[config.mk]
export PLATFORM = sky130hd
export DESIGN_NAME = light_interval_timer
export DESIGN_NICKNAME = d
export VERILOG_FILES = /design/src/rtl/light_interval_timer.sv
export SDC_FILE = /design/constraint.sdc
export NUM_CORES = 1
export LEC_CHECK = 0
export BUFFER_PORTS_ARGS = -buffer_cell sky130_fd_sc_hd__buf_2
export CAP_MARGIN = 20
export CORE_UTILIZATION = 35
export DETAILED_ROUTE_END_ITERATION = 10
export HOLD_SLACK_MARGIN = 0.08
export MAX_ROUTING_LAYER = met4
export PLACE_DENSITY = 0.55
export SLEW_MARGIN = 20
export SYNTH_ARGS = -nofsm -noshare
export SYNTH_HDL_FRONTEND = slang
export SYNTH_SLANG_ARGS = --single-unit
[constraint.sdc]
create_clock -name clk -period 4.1 [get_ports clk]
set_input_delay 0.41 -clock clk [delete_from_list [all_inputs] [get_ports clk]]
set_output_delay 0.41 -clock clk [all_outputs]
set_load 0.03 [all_outputs]
[src/rtl/light_interval_timer.sv]
// light_interval_timer
//   Seconds-resolution down-counter for the traffic-light controller. A prescaler divides clk
//   into 1 s ticks. Each tick decrements out. Terminal count is reported as a one-cycle done
//   pulse and as an expired level.
//
// Parameters
//   TICKS_PER_SEC  clk cycles per 1 s tick (>= 2)
//   CNT_W          width of init/out in seconds
//
// Ports
//   clk      system clock, rising edge
//   rst      asynchronous active-low reset
//   en       count enable; 0 pauses out and prescaler
//   load     load init into out; has priority over en
//   init     interval in seconds, sampled when load=1
//   out      seconds remaining
//   tick     1-cycle pulse on the edge where out decrements
//   done     1-cycle pulse on the edge where out counts 1->0
//   expired  high while in DONE
//   state    debug: 00 IDLE, 01 RUN, 10 PAUSE, 11 DONE
module light_interval_timer #(
  parameter int unsigned TICKS_PER_SEC = 50000000,
  parameter int unsigned CNT_W         = 4
) (
  input  logic             clk,
  input  logic             rst,
  input  logic             en,
  input  logic             load,
  input  logic [CNT_W-1:0] init,
  output logic [CNT_W-1:0] out,
  output logic             tick,
  output logic             done,
  output logic             expired,
  output logic [1:0]       state
);

  localparam int unsigned    PreW   = $clog2(TICKS_PER_SEC);
  localparam logic [PreW-1:0] PreMax = PreW'(TICKS_PER_SEC - 1);

  typedef enum logic [1:0] {
    StIdle  = 2'b00,
    StRun   = 2'b01,
    StPause = 2'b10,
    StDone  = 2'b11
  } state_e;

  state_e           state_q, state_d;
  logic [PreW-1:0]  pre_q, pre_d;
  logic [CNT_W-1:0] out_q, out_d;
  logic             tick_q, tick_d;
  logic             done_q, done_d;
  logic             expired_q, expired_d;

  always_comb begin
    state_d = state_q;
    pre_d   = pre_q;
    out_d   = out_q;
    tick_d  = 1'b0;
    done_d  = 1'b0;

    if (load) begin
      // Load wins over any tick that would have landed on this edge.
      out_d = init;
      pre_d = '0;
      if (init == '0) begin
        state_d = StDone;
      end else if (en) begin
        state_d = StRun;
      end else begin
        state_d = StPause;
      end
    end else begin
      unique case (state_q)
        StIdle: begin
        end
        // PAUSE with en=1 steps the prescaler on the resume edge, so the held
        // fraction of a second is not lost.
        StRun, StPause: begin
          if (!en) begin
            state_d = StPause;
          end else begin
            state_d = StRun;
            if (pre_q == PreMax) begin
              pre_d  = '0;
              out_d  = out_q - 1'b1;
              tick_d = 1'b1;
              if (out_q == CNT_W'(1)) begin
                done_d  = 1'b1;
                state_d = StDone;
              end
            end else begin
              pre_d = pre_q + 1'b1;
            end
          end
        end
        StDone: begin
          out_d = '0;
        end
        default: state_d = StIdle;
      endcase
    end

    expired_d = (state_d == StDone);
  end

  always_ff @(posedge clk or negedge rst) begin
    if (!rst) begin
      state_q   <= StIdle;
      pre_q     <= '0;
      out_q     <= '0;
      tick_q    <= 1'b0;
      done_q    <= 1'b0;
      expired_q <= 1'b0;
    end else begin
      state_q   <= state_d;
      pre_q     <= pre_d;
      out_q     <= out_d;
      tick_q    <= tick_d;
      done_q    <= done_d;
      expired_q <= expired_d;
    end
  end

  assign out     = out_q;
  assign tick    = tick_q;
  assign done    = done_q;
  assign expired = expired_q;
  assign state   = state_q;

endmodule

==> results of run 1 <==
[final cells by class]
| type | count | area, um2 |
|---|---|---|
| fillers | 552 | 3280 |
| flip-flops and latches | 35 | 876 |
| inverters | 11 | 41.3 |
| well taps | 72 | 90.1 |
| clock inverters | 1 | 5.00 |
| clock buffers | 7 | 76.3 |
| multi-input cells | 160 | 1060 |
| repair buffers | 16 | 80.1 |
[worst reg2reg max path, stage by stage, from the launching register on]
cell	delay, ns
dfrtp_1	0.40
ha_1	0.44
nand3_1	0.14
nor4_2	0.30
a21o_1	0.62
mux2i_1	0.25
o21ai_0	0.09
[registers in the layout, summed over array words and instances, names as in the netlist]
register / flops
done: 1
expired: 1
out: 4
pre_q: 26
state: 2
tick: 1
[per-stage QoR]
step	setup WS [ns]	area [um2]
6_report	1.75	2230
3_3_place_gp	1.79	2150
5_1_grt	1.55	2230
4_1_cts	1.75	2230
3_5_place_dp	1.76	2150
2_1_floorplan	2.08	2010
[power by group through the flow]
stage | Combinational [mW] | Sequential, mW | Clock, mW
after floorplan | 0.100 | 0.433 | 0
after global placement | 0.194 | 0.399 | 0
after detailed placement | 0.194 | 0.398 | 0
after CTS | 0.195 | 0.392 | 0.254
after global routing | 0.214 | 0.396 | 0.268
final | 0.194 | 0.392 | 0.247
[synthesized netlist by cell type, drive strengths merged]
cell type / number
a41oi: 4
nand2b: 2
o21ai: 6
and3: 6
a21o: 5
mux2: 1
a31oi: 2
o211ai: 1
nor2: 28
and4b: 1
clkbuf: 2
nand4: 11
nor4: 7
buf: 4
inv: 11
a22oi: 2
and3b: 1
a211oi: 1
xnor2: 4
a22o: 2
nand2: 19
o31ai: 1
ha: 4
nor4b: 1
o32ai: 1
dfrtp: 35
mux2i: 1
a32oi: 1
nand3b: 1
or2: 1
nand3: 10
and4: 2
nor4bb: 2
o2bb2ai: 1
xor2: 13
a21boi: 1
a21oi: 8
nor3: 8
or4b: 1
[path summary, 6_finish.rpt]
kind	startpoint	endpoint	cells past startpoint
setup / recovery	state[1]$_DFF_PN0_	out[0]$_DFFE_PN0P_	6
hold reg to reg	pre_q[23]$_DFFE_PN0P_	pre_q[23]$_DFFE_PN0P_	1
min in group clk	init[2]	out[2]$_DFFE_PN0P_	3
hold / removal	rst	pre_q[11]$_DFFE_PN0P_	1
setup reg to reg	state[1]$_DFF_PN0_	out[0]$_DFFE_PN0P_	6
max in group asynchronous	rst	state[1]$_DFF_PN0_	1
[kinds of logic (layout without fill, tap and decap cells)]
family | Yosys count | after routing | share of synthesized area
AOI/OAI and AO/OA | 36 | 36 | 0.123
xor gates and xnor gates | 17 | 17 | 0.0741
adders and majority gates | 4 | 4 | 0.0249
buffers and inverters | 17 | 35 | 0.0374
DFF | 35 | 35 | 0.436
muxes | 2 | 2 | 0.0106
and+or+nand+nor | 101 | 101 | 0.294
[metal layers]
metal	routed length, um	GRT usage	up-vias
met5	0	-	-
met2	1960	0.242	39
met1	2230	0.214	758
met3	179	0.0447	9
li1	-	-	800
met4	102	0.0868	0
==> metrics.md, run 1 <==
| Metric | Value |
|---|---|
| Total CTS buffers | `5` |
| CP peak stage delay | `0.61 ns` |
| Worst vdd ir | `220 uV` |
| R2R setup slack | `1.75 ns` |
| Initial drt markers | `98` |
| Number of global-route vias before repair | `1,606` |
| Die W | `77.8 um` |
| Total chip power | `0.833 mW` |
| Crit-path max FO | `19` |
| Total congestion overflow | `0` |
| Skew final | `0.00682 ns` |
| Total wire length | `4470 um` |
| Commonest cells after routing, fill and taps aside | `dfrtp_1 (35), nor2_1 (28), nand2_1 (19)` |
| Hold Path Class | `in -> async` |
| CTS Sinks | `35` |
| Fin. max-slew vios | `0` |
| Area leader, netlist | `dfrtp_1` |
| Placed Cells | `294` |
| Critical path endpoint category | `flip-flop` |
| TritonCTS clock tree | `done` |
| Die height | `77.8 um` |
| Fin crit share | `0.573` |
| Clock Latency Late Sink | `0.30 ns` |
| Commonest non-fill, non-tap cell in the layout | `dfrtp_1` |
| Area delta synth->final | `10.8%` |
| Normalized max-slew margin | `0.460` |
| Leakage | `0.995 nW` |
| Status | `complete, no violations` |
| Clock power frac | `0.297` |
| Post-DP HPWL | `3090 um` |
| Slowest CP cell | `a21o_1` |
| Fmax | `426 MHz` |
| Max Cap Violations | `0` |
| Post-Synthesis Cells | `212` |
| Crit path buffers/inverters | `0` |
| Comb pwr share | `0.232` |
| Seq/Total Area, Yosys | `0.436` |
| Mapped Area | `2010 um2` |
| Routability cong. | `0.807` |
| IO Count | `17` |
| Drt drc | `0` |
| Critical path class | `reg -> reg` |
| Post-route ant nets | `0` |
| Sequential Power Share | `0.471` |
| CTS Buffer Depth | `2` |
| First-pass detailed-route iteration total | `4` |
| Cell Int Power | `0.549 mW` |
| Via count | `1,606` |
| Startpoint Class | `flip-flop` |
| Total Die Area | `6050 um2` |
| Core area | `5510 um2` |
| Reg clk slew, reported paths | `0.07 ns` |
| Initial antenna violation count | `0` |
| Post-CTS resize count | `0` |
| Global-route wire length before repair | `7510 um` |
| WP data required | `4.27 ns` |
| Routed vias/inst | `5.32` |
| P_sw | `0.283 mW` |
| Site Rows | `27` |
| GRT Total Usage | `0.168` |
| Starting density of the core | `0.365` |
| Cell Chain, Critical Path | `ha_1 -> nand3_1 -> nor4_2 -> a21o_1 -> mux2i_1 -> o21ai_0` |
| Finished Layout Cells | `302` |
| Layout cell share with drive strength beyond 1 | `0.143` |
| Largest delay contributor family on the critical path | `compound AO/OA/AOI/OAI gates` |
| Area contributors post-synth | `dfrtp_1 (44%), xor2_1 (5.7%), nor2_1 (5.2%)` |
| Htree depth | `2` |
| Final setup violation count | `0` |
| WL/cell | `14.8 um` |
| Setup_tns | `0 ns` |
| Layout Utilization | `0.404` |
| Power Dens Cells | `374 nW/um2` |
| Layout Nets | `241` |
| Largest net degree at the start of global routing | `36` |
| Slew @ Worst Pin | `0.810 ns` |
| Synth Register Bits | `35` |
| Crit path time final | `2.35 ns` |
| Synthesized area per cell | `9.48 um2` |
| Synth cell types | `46` |
| CTS root buf | `clkbuf_8` |
| Switching share of power | `0.340` |
| # diodes | `0` |
| Final Hold Vio Count | `0` |
| Worst hold slack | `0.208 ns` |
| Synth top area share | `0.436` |
| I/O Buffers | `16` |
| Setup Buffers After CTS | `0` |
| Syn_nets | `224` |
| Ys Warns | `0` |
| RSZ-0062 raised after global routing | `false` |
| Critical path arrival | `2.52 ns` |
| Cts hold-fix bufs | `0` |
No activity file was read; power rests on OpenSTA's default activity.
==> inputs of run 2 (changes only) <==
--- a/config.mk
+++ b/config.mk
@@ -5,13 +5,14 @@
 export SDC_FILE = /design/constraint.sdc
 export NUM_CORES = 1
 export LEC_CHECK = 0
+export ABC_AREA = 1
 export BUFFER_PORTS_ARGS = -buffer_cell sky130_fd_sc_hd__buf_2
 export CAP_MARGIN = 20
 export CORE_UTILIZATION = 35
 export DETAILED_ROUTE_END_ITERATION = 10
 export HOLD_SLACK_MARGIN = 0.08
 export MAX_ROUTING_LAYER = met4
-export PLACE_DENSITY = 0.55
+export PLACE_DENSITY = 0.57
 export SLEW_MARGIN = 20
 export SYNTH_ARGS = -nofsm -noshare
 export SYNTH_HDL_FRONTEND = slang
==> constraint.sdc (replaced) <==
create_clock -name clk -period 1.9 [get_ports clk]
set_input_delay 0.19 -clock clk [delete_from_list [all_inputs] [get_ports clk]]
set_output_delay 0.19 -clock clk [all_outputs]
set_load 0.03 [all_outputs]
==> run 2 against run 1 <==
  * Combinational power rose by 150%
  * Maximum frequency rose by 37%
  * Non-clock buffer count increased by 5
  * Cell area is 14% higher
  * First-iteration DRC count grew 63%
  * Routed wire length up 14%
  * Clock-buffer cell count did not move
  * Largest power group unchanged
==> metrics.md, run 2 <==
| Metric | Value |
|---|---|
| Post-synth EDFFs | `0 (unchanged)` |
| Synthesized area per cell | `7.09 um2 (-25%)` |
| Global-route wire length before repair | `8850 um (+18%)` |
| Die W | `82.3 um (+5.8%)` |
| Critical path class | `reg -> reg` |
| Startpoint Class | `flip-flop` |
| Number of global-route vias before repair | `1,871 (+17%)` |
| CTS Buffer Depth | `2 (unchanged)` |
| Initial drt markers | `160 (+63%)` |
| Slew @ Worst Pin | `0.797 ns (-0.0133 ns)` |
| Largest net degree at the start of global routing | `36 (unchanged)` |
| Total Die Area | `6770 um2 (+12%)` |
| Fin. max-slew vios | `0 (unchanged)` |
| TritonCTS clock tree | `done` |
| Pre-CTS WS | `0.134 ns (-1.62 ns)` |
| Clock Latency Late Sink | `0.28 ns (-0.02 ns)` |
| Worst Hold End | `state[1]$_DFF_PN0_` |
| Hold path depth | `3` |
| Fillers | `637 (+15%)` |
| Routed vias/inst | `4.76 (-11%)` |
| Seq/Total Area, Yosys | `0.388 (-0.0476)` |
| Area contributors post-synth | `dfrtp_1 (39%), nand2_1 (15%), inv_1 (8.0%)` |
| RSZ-0062 raised after global routing | `false` |
| # diodes | `0 (unchanged)` |
| Worst setup margin | `0.179 ns (-1.57 ns)` |
| FF-to-FF path depth | `9 (+3)` |
| CTS Sinks | `35 (unchanged)` |
| Hold Path Class | `in -> reg` |
| Comb pwr share | `0.258 (+0.026)` |
| WL/cell | `12.1 um (-18%)` |
| Total congestion overflow | `0 (unchanged)` |
| Site Rows | `28 (+3.7%)` |
| R2R setup slack | `0.18 ns (-1.57 ns)` |
| Leakage | `1.23 nW (+23%)` |
| Worst vdd ir | `478 uV (+120%)` |
| Total wire length | `5110 um (+14%)` |
| Mapped Area | `2260 um2 (+12%)` |
| Final setup violation count | `0 (unchanged)` |
| Post-route ant nets | `0 (unchanged)` |
| Placed Cells | `409 (+39%)` |
| First-pass detailed-route iteration total | `4 (unchanged)` |
| CTS root buf | `clkbuf_8` |
| Skew final | `0.00652 ns (-0.000294 ns)` |
| Total CTS buffers | `5 (unchanged)` |
| Switching share of power | `0.348 (+0.00746)` |
| Final Hold Vio Count | `0 (unchanged)` |
| Fin crit share | `0.906 (+0.333)` |
| Ys Warns | `0 (unchanged)` |
| Status | `complete, no violations` |
| Clock power frac | `0.283 (-0.014)` |
| Htree depth | `2 (unchanged)` |
| Synth cell types | `26 (-43%)` |
| P_sw | `0.648 mW (+130%)` |
| Syn_nets | `330 (+47%)` |
| Most frequent CP cell | `nand2_1` |
| Worst hold start | `load` |
| Cell Int Power | `1.21 mW (+120%)` |
| Die height | `82.3 um (+5.8%)` |
| Synth Register Bits | `35 (unchanged)` |
| I/O Buffers | `16 (unchanged)` |
| Synth top area share | `0.388 (-0.0476)` |
| Normalized max-slew margin | `0.469 (+0.00884)` |
| Commonest non-fill, non-tap cell in the layout | `nand2_1` |
| Initial antenna violation count | `0 (unchanged)` |
| GRT Total Usage | `0.181 (+0.0130)` |
| IO Count | `17 (unchanged)` |
| Crit path time final | `1.72 ns (-0.629 ns)` |
| Slowest CP cell | `dfrtp_1` |
| Post-DP HPWL | `3930 um (+27%)` |
| CP peak stage delay | `0.42 ns (-0.19 ns)` |
| Most flop-heavy register | `pre_q` |
| Finished Layout Cells | `421 (+39%)` |
| Layout cell share with drive strength beyond 1 | `0.171 (+0.0270)` |
| Drt drc | `0 (unchanged)` |
| Crit-path max FO | `8 (-11)` |
| Cell with the most instances after synthesis | `nand2_1` |
| Sequential Power Share | `0.459 (-0.012)` |
| WP data required | `2.12 ns (-2.15 ns)` |
| Reg clk slew, reported paths | `0.07 ns (about the same)` |
| Via count | `2,003 (+25%)` |
| Cell Chain, Critical Path | `ha_4 -> nand2_1 -> nand2_4 -> nand3_4 -> nor2_4 -> nand2_2 -> o21ai_1 -> nand2_1 -> nor2_1` |
| Multi-input gate area | `1180 um2 (+11%)` |
| Fmax | `581 MHz (+37%)` |
| Power Dens Cells | `732 nW/um2 (+96%)` |
| Area leader, netlist | `dfrtp_1` |
| Setup_tns | `0 ns (unchanged)` |
| Ys flop type | `dfrtp_1` |
| Post-synth top cells | `nand2_1 (90), inv_1 (48), nor2_1 (48)` |
| Area delta synth->final | `12.8%` |
| Routability cong. | `0.848 (+5.0%)` |
| Post-Synthesis Cells | `318 (+50%)` |
| Worst flop-to-flop path endpoint | `pre_q[16]$_DFFE_PN0P_` |
| Layout Nets | `357 (+48%)` |
| Asr flop ratio synth | `1.00 (unchanged)` |
| Starting density of the core | `0.372 (+0.00730)` |
| Critical path arrival | `1.94 ns (-0.58 ns)` |
| Core area | `6060 um2 (+10%)` |
| Largest register FFs | `26 (unchanged)` |
| Commonest cells after routing, fill and taps aside | `nand2_1 (90), inv_1 (48), nor2_1 (48)` |
| Register area | `876 um2 (unchanged)` |
| Worst r2r src | `state[1]$_DFF_PN0_` |
| Critical path endpoint category | `flip-flop` |
| Max Cap Violations | `0 (unchanged)` |
run 2: changes by cell type after synthesis, moves of 5 or more:
| cell | delta |
|---|---|
| a21o_1 | -5 |
| a21oi_1 | -6 |
| and3_1 | -6 |
| inv_1 | +37 |
| nand2_1 | +71 |
| nand2_2 | +5 |
| nand3_1 | +14 |
| nor2_1 | +20 |
| nor2_2 | +15 |
| xor2_1 | -5 |
run 2: power by group through the flow:
stage	clock network [mW]	registers, mW	logic [mW]
2_1_floorplan	0	0.941	0.247
3_3_place_gp	0	0.862	0.457
3_5_place_dp	0	0.865	0.458
4_1_cts	0.551	0.850	0.461
5_1_grt	0.583	0.865	0.551
6_report	0.526	0.854	0.481
run 2: area by class of cell:
class                           count  share of cell area
Tap cell                           75              0.0369
Timing Repair Buffer               21              0.0472
Sequential cell                    35               0.344
Clock inverter                      1             0.00197
Multi-Input combinational cell    232               0.463
Clock buffer                        7              0.0300
Inverter                           50              0.0767
run 2: cells by family after synthesis:
logic type,synth area share
xor+xnor,0.0311
simple gates,0.418
flops,0.388
compound gates,0.0455
fa+ha+maj,0.0222
buf+inv,0.0954
run 2: worst max path at each step:
stage	slack (ns)	cells past startpoint	startpoint	end
2_1_floorplan	0.14	8	state[0]$_DFF_PN0_	pre_q[15]$_DFFE_PN0P_
5_1_grt	0.04	9	state[0]$_DFF_PN0_	pre_q[21]$_DFFE_PN0P_
3_3_place_gp	0.17	8	state[0]$_DFF_PN0_	pre_q[23]$_DFFE_PN0P_
6_report	0.18	9	state[1]$_DFF_PN0_	pre_q[16]$_DFFE_PN0P_
3_5_place_dp	0.13	8	state[0]$_DFF_PN0_	pre_q[15]$_DFFE_PN0P_
4_1_cts	0.12	9	state[0]$_DFF_PN0_	pre_q[16]$_DFFE_PN0P_
run 2: what timing repair did:
item                                    CTS  global route
endpoints found under the hold margin    35             0
resized for setup                         0             1
setup buffers                             0             3
endpoints found under the setup margin    0             6
hold buffers                              1             0
run 2: worst max-delay path, delay by kind of cell, from the launching register on:
family / cells / cell delay [ns]
AOI/OAI and AO/OA: 1 / 0.15
adders and majority gates: 1 / 0.29
DFF: 1 / 0.42
and+or+nand+nor: 7 / 0.80
run 2: stage by stage:
stage               utilization  hold slack [ns]  cell area, um2  power, mW
floorplan                     -           -0.106            2260       1.19
global placement          0.399            0.325            2420       1.32
detailed placement        0.399            0.331            2420       1.32
CTS                       0.414            0.209            2510       1.86
global route              0.420            0.220            2540       2.00
finish                    0.420            0.214            2540       1.86
run 2: routing by layer:
metal,up-vias,track usage,part of all wire
met5,-,-,0
met4,0,0.0526,0.0096
met3,4,0.0341,0.036
met2,44,0.272,0.45
met1,921,0.246,0.51
li1,1034,-,-
